[src/rtl/rectangle80_key_sched.sv]
// RECTANGLE-80 key schedule: loads an 80-bit key and issues round keys 0..25 one per accepted handshake.
// Key 0 is valid the cycle after the load; outputs hold while i_rkey_ready is low.
module rectangle80_key_sched (
    input  logic        i_clk,
    input  logic        i_rst_n,
    input  logic        i_key_load,
    input  logic [79:0] iv_key,
    output logic        o_key_ready,
    input  logic        i_abort,
    output logic [63:0] ov_rkey,
    output logic [4:0]  ov_rkey_idx,
    output logic        o_rkey_valid,
    input  logic        i_rkey_ready,
    output logic        o_done
);
    localparam logic [4:0] LAST_IDX = 5'd25;
    localparam logic [4:0] RC_INIT  = 5'h01;

    typedef enum logic {S_IDLE, S_ISSUE} state_t;

    state_t      state;
    logic [15:0] row0, row1, row2, row3, row4;
    logic [4:0]  rc;
    logic [4:0]  idx;
    logic        key_ready_q;
    logic        rkey_valid_q;
    logic        done_q;

    logic [15:0] s0, s1, s2, s3;
    logic [15:0] nxt0, nxt1, nxt2, nxt3, nxt4;
    logic [4:0]  rc_nxt;

    function automatic logic [3:0] sbox(input logic [3:0] x);
        logic [3:0] y;
        case (x)
            4'h0: y = 4'h6;
            4'h1: y = 4'h5;
            4'h2: y = 4'hC;
            4'h3: y = 4'hA;
            4'h4: y = 4'h1;
            4'h5: y = 4'hE;
            4'h6: y = 4'h7;
            4'h7: y = 4'h9;
            4'h8: y = 4'hB;
            4'h9: y = 4'h0;
            4'hA: y = 4'h3;
            4'hB: y = 4'hD;
            4'hC: y = 4'h8;
            4'hD: y = 4'hF;
            4'hE: y = 4'h4;
            default: y = 4'h2;
        endcase
        return y;
    endfunction

    // Only the four low columns pass through the S-box; row0 carries the nibble LSB.
    always_comb begin
        logic [3:0] nib;
        nib = 4'h0;
        s0  = row0;
        s1  = row1;
        s2  = row2;
        s3  = row3;
        for (int j = 0; j < 4; j++) begin
            nib   = sbox({row3[j], row2[j], row1[j], row0[j]});
            s0[j] = nib[0];
            s1[j] = nib[1];
            s2[j] = nib[2];
            s3[j] = nib[3];
        end
        nxt0   = ({s0[7:0], s0[15:8]} ^ s1) ^ {11'd0, rc};
        nxt1   = s2;
        nxt2   = s3;
        nxt3   = {s3[3:0], s3[15:4]} ^ row4;
        nxt4   = s0;
        rc_nxt = {rc[3:0], rc[4] ^ rc[2]};
    end

    always_ff @(posedge i_clk or negedge i_rst_n) begin
        if (!i_rst_n) begin
            state        <= S_IDLE;
            row0         <= '0;
            row1         <= '0;
            row2         <= '0;
            row3         <= '0;
            row4         <= '0;
            rc           <= RC_INIT;
            idx          <= '0;
            key_ready_q  <= 1'b1;
            rkey_valid_q <= 1'b0;
            done_q       <= 1'b0;
        end else begin
            case (state)
                S_IDLE: begin
                    done_q <= 1'b0;
                    if (i_key_load) begin
                        row4         <= iv_key[79:64];
                        row3         <= iv_key[63:48];
                        row2         <= iv_key[47:32];
                        row1         <= iv_key[31:16];
                        row0         <= iv_key[15:0];
                        idx          <= '0;
                        rc           <= RC_INIT;
                        state        <= S_ISSUE;
                        key_ready_q  <= 1'b0;
                        rkey_valid_q <= 1'b1;
                    end
                end
                S_ISSUE: begin
                    done_q <= 1'b0;
                    // Abort wins over a same-cycle transfer and suppresses the update.
                    if (i_abort) begin
                        state        <= S_IDLE;
                        key_ready_q  <= 1'b1;
                        rkey_valid_q <= 1'b0;
                    end else if (i_rkey_ready) begin
                        if (idx == LAST_IDX) begin
                            state        <= S_IDLE;
                            key_ready_q  <= 1'b1;
                            rkey_valid_q <= 1'b0;
                            done_q       <= 1'b1;
                        end else begin
                            row0 <= nxt0;
                            row1 <= nxt1;
                            row2 <= nxt2;
                            row3 <= nxt3;
                            row4 <= nxt4;
                            rc   <= rc_nxt;
                            idx  <= idx + 5'd1;
                        end
                    end
                end
                default: begin
                    state        <= S_IDLE;
                    key_ready_q  <= 1'b1;
                    rkey_valid_q <= 1'b0;
                    done_q       <= 1'b0;
                end
            endcase
        end
    end

    assign ov_rkey      = {row3, row2, row1, row0};
    assign ov_rkey_idx  = idx;
    assign o_key_ready  = key_ready_q;
    assign o_rkey_valid = rkey_valid_q;
    assign o_done       = done_q;

endmodule

[config.mk]
export PLATFORM = sky130hd
export DESIGN_NAME = rectangle80_key_sched
export DESIGN_NICKNAME = d
export VERILOG_FILES = /design/src/rtl/rectangle80_key_sched.sv
export SDC_FILE = /design/constraint.sdc
export NUM_CORES = 1
export LEC_CHECK = 0
export ABC_AREA = 1
export CAP_MARGIN = 20
export CORE_UTILIZATION = 50
export CTS_CLUSTER_DIAMETER = 200
export DETAILED_ROUTE_END_ITERATION = 10
export DONT_BUFFER_PORTS = 1
export PLACE_DENSITY = 0.65
export SYNTH_ARGS = -nofsm -noshare
export SYNTH_HDL_FRONTEND = slang
export SYNTH_SLANG_ARGS = --single-unit
[constraint.sdc]
create_clock -name i_clk -period 1.75 [get_ports i_clk]
set_input_delay 0.35 -clock i_clk [delete_from_list [all_inputs] [get_ports i_clk]]
set_output_delay 0.35 -clock i_clk [all_outputs]
set_load 0.01 [all_outputs]
==> Flow_metrics.wiki <==
{| class="wikitable"
! Metric !! Value
|-
| Sequential share of the synthesized area || a little over two fifths
|-
| Tcrit/Tclk final || 91.69%
|-
| Via total after detailed routing || 4871
|-
| CP Launch Type || register
|-
| Global placement routability congestion || 0.8617
|-
| Transition at the pin with the smallest max-transition slack || ~0.44 ns
|-
| Layout fillers || between 900 and 1000
|-
| Maximum single-stage delay on the critical path || 0.39 ns
|-
| Level count of the clock H-tree || 3
|-
| Number of optimization iterations in the first detailed-route pass || 5
|-
| Floorplan die width || 106.0 µm
|-
| Adder and majority gate portion of the synthesized area || 5.090%
|-
| Async S/R FF share, synth || between 90% and 100%
|-
| Share of the synthesized netlist area taken by xor and xnor gates || 0.6478%
|-
| Row count || 37
|-
| Distinct cell type count of the synthesized netlist || 26
|-
| Global-route usage over all layers || 26.76%
|-
| Number of warnings issued by yosys || 0
|-
| Die area || 11230 µm²
|-
| First-pass GRT wire length || 23.31 mm
|-
| Fraction of the mapped netlist area in compound gates || 16.40%
|-
| Setup Total Neg Slack || 0 ns
|-
| Fraction of layout cells with a size suffix above 1 || under 10%
|-
| Remaining antenna violation count || 0
|-
| # nets final || 837
|-
| Wire length reported by the detailed router || 14.80 mm
|-
| Leakage dissipation || approximately 2.9 nW
|-
| Arrival time of data at the critical path endpoint || ~1.9 ns
|-
| Number of top-level pins || 157
|-
| Met3 layer wire length in the routed design || 1.108 mm
|-
| Max VDD drop || 633.8 µV
|-
| Worst Skew || ~0.011 ns
|-
| Fin. Hold Viols || 94
|-
| Cell count after synthesis || 730
|-
| Unrepaired setup endpoints after global routing || false
|-
| Core Box Area || 10420 µm²
|-
| Die boundary height || 106.0 µm
|-
| Largest net degree at the start of global routing || 95
|-
| Clock Latency Late Sink || 0.37 ns
|-
| Antenna cells || 0
|-
| Largest fanout of any net on the critical path || 26
|-
| Synth Register Bits || 94
|-
| Fraction of the mapped netlist area in simple logic gates || around a quarter
|-
| Starting density of the core || 51.92%
|-
| CTS max path bufs || 2
|-
| Crit path max-delay cell type || sky130_fd_sc_hd__dfrtp_1
|-
| Beginning of the worst register-to-register path || ov_rkey_idx[1]$_DFFE_PN0P_
|-
| Synthesized area || 5408 µm²
|-
| DRC violations left || 0
|-
| Register-to-Register Setup Slack || 0.15 ns
|-
| Class of the worst hold path || primary input to asynchronous set/reset pin
|-
| Final non-filler cell area || 5902 µm²
|-
| Crit path top cell by count || sky130_fd_sc_hd__inv_1
|-
| Result of the run || finished, violations left
|-
| Total congestion overflow || 0
|-
| Violations in the final reports || negative hold slack
|-
| Max capacitance violation total || 0
|-
| CTS Root Buffer Type || sky130_fd_sc_hd__clkbuf_8
|-
| Endpoints failing setup || 0
|-
| Number of nets in the synthesized netlist || 837
|-
| Clock transition at the registers of the reported paths || 0.09 ns
|-
| # port buffers || 0
|-
| Fraction of synthesized area in multiplexers || 0%
|-
| Wire length per cell || about 17 µm
|-
| Critical Setup Path Class || register to register
|-
| CTS tree || yes
|-
| Worst hold slack || -0.3277 ns
|-
| Data required time of the critical path || 2.02 ns
|-
| CP Capture Type || register
|-
| Routed length on met2 || roughly 7 mm
|-
| Average cell area after synthesis || 7.408 µm²
|-
| Cell-by-cell listing of the critical path || inv_1 -> ha_1 -> nand4_1 -> nand2_2 -> nand2_8 -> buf_12 -> or2_1 -> nand2_1 -> inv_1
|-
| Origin of the worst setup path || ov_rkey_idx[1]$_DFFE_PN0P_
|-
| Number of flops mapped to enable cells by yosys || 0
|-
| Dominant combinational cell family by area after synthesis || simple AND/OR/NAND/NOR gates
|-
| Routed met1 length || 6.411 mm
|-
| Top layer reached by signal wires || met4
|-
| Most used cells in the layout excluding fill and tap cells || 202 x sky130_fd_sc_hd__nand2_1, 91 x sky130_fd_sc_hd__dfrtp_1, 71 x sky130_fd_sc_hd__nor2_1, 69 x sky130_fd_sc_hd__inv_1, 55 x sky130_fd_sc_hd__nand3_1
|-
| Most frequent standard cell in the layout excluding fill and tap cells || sky130_fd_sc_hd__nand2_1
|-
| Most frequently used flop master after synthesis || sky130_fd_sc_hd__dfrtp_1
|-
| Number of buffers created by CTS || 9
|-
| Routed via count divided by cell count || 5.599
|-
| Minimum period implied by the final worst setup slack || 1.605 ns
|-
| Syn-to-layout area delta || 9.139%
|-
| Max-slew violation total from the final report || 0
|-
| Max Freq || 0.6232 GHz
|-
| Vias in the first global route || 4429
|-
| Number of sinks driven by the clock tree || 94
|-
| Half-perimeter wire length of the detailed placement result || 10.43 mm
|-
| Max-Slew Margin vs Limit || 70.34%
|-
| Cell area reported after detailed placement || 5660 µm²
|-
| Number of antenna violations at the first check in global routing || 0
|-
| First-iteration detailed-routing DRC count || about 420
|-
| Power per cell area || about 1500 nW/µm²
|}
-- metrics by stage --
step	setup slack [ns]	cells	util [%]	total power [mW]
2_1_floorplan	0.1270	730	-	6.441
3_3_place_gp	0.1460	850	54.34	7.503
3_5_place_dp	0.1015	850	54.34	7.609
4_1_cts	0.07201	865	56.01	8.978
5_1_grt	0.004732	870	56.66	9.773
6_report	0.1454	870	56.66	8.986
-- path summary, 6_finish.rpt --
path | endpoint | cells past startpoint
hold / removal | row1[1]$_DFFE_PN0P_ | 0
hold reg to reg | o_key_ready$_DFFE_PN1P_ | 2
max in group asynchronous | rc[0]$_DFFE_PN1P_ | 0
setup reg to reg | row0[8]$_DFFE_PN0P_ | 9
setup / recovery | row0[8]$_DFFE_PN0P_ | 9
min in group i_clk | row0[14]$_DFFE_PN0P_ | 2
-- power breakdown --
part / internal, mW / switching (mW) / leakage, nW / total (mW)
Sequential: 2.91 / 1.21 / 1.09 / 4.12
Clock: 0.557 / 0.807 / 0.0820 / 1.36
Combinational: 1.39 / 2.11 / 1.68 / 3.50
Total: 4.86 / 4.13 / 2.85 / 8.99
-- flip-flops by register name, indices dropped and copies added, names as in the netlist, 5 cells and up --
register	count
row0	16
row1	16
row2	16
row3	16
row4	16
ov_rkey_idx	5
rc	5
-- cell type report --
cell class                 instances  area (µm²)  share of cell area (%)
clock buffer                      11       141.4                   2.396
clock inverter                     4       32.53                  0.5512
inverter                          70       262.8                   4.452
multi-input combinational        526        2613                   44.27
sequential                        94        2356                   39.92
tap                              136       170.2                   2.883
timing repair buffer              29       326.6                   5.533
-- cells by family (layout without fill, tap and decap cells) --
family | Yosys count | count (layout)
buffers and inverters | 110 | 114
AO/OA/AOI/OAI | 156 | 156
adder cells (fa/ha/maj) | 22 | 22
flip-flops | 94 | 94
AND/OR/NAND/NOR | 344 | 344
XOR/XNOR | 4 | 4
-- repair_timing --
action	4_1_cts	5_1_grt
buffers inserted	0	4
endpoints found under the hold margin	94	94
setup endpoints to repair	0	16
gates resized for setup	0	3
-- Yosys cell counts (7+ instances only) --
cell type | number | area, µm²
sky130_fd_sc_hd__nor2_1 | 71 | 266.5
sky130_fd_sc_hd__a31oi_1 | 49 | 306.5
sky130_fd_sc_hd__o211ai_1 | 11 | 82.58
sky130_fd_sc_hd__a21oi_1 | 37 | 185.2
sky130_fd_sc_hd__inv_1 | 70 | 262.8
sky130_fd_sc_hd__nand4_1 | 7 | 43.79
sky130_fd_sc_hd__nand3_1 | 55 | 275.3
sky130_fd_sc_hd__clkbuf_1 | 22 | 82.58
sky130_fd_sc_hd__buf_2 | 14 | 70.07
sky130_fd_sc_hd__nand2_1 | 202 | 758.2
sky130_fd_sc_hd__o21ai_0 | 50 | 250.2
sky130_fd_sc_hd__dfrtp_1 | 92 | 2302
sky130_fd_sc_hd__ha_1 | 22 | 275.3
-- layer usage --
layer | track usage (%) | vias up
met5 | 0 | -
met2 | 42.16 | 164
met1 | 35.55 | 2287
met3 | 6.867 | 17
li1 | - | 2403
met4 | 9.921 | 0
-- worst max-delay path, delay by kind of cell (launching register included) --
family	cells	cell delay, ns
fa+ha+maj	1	0.15
buf+inv	3	0.31
flops	1	0.39
simple gates	5	0.65
Note: power is estimated with default switching activity, not from simulation.
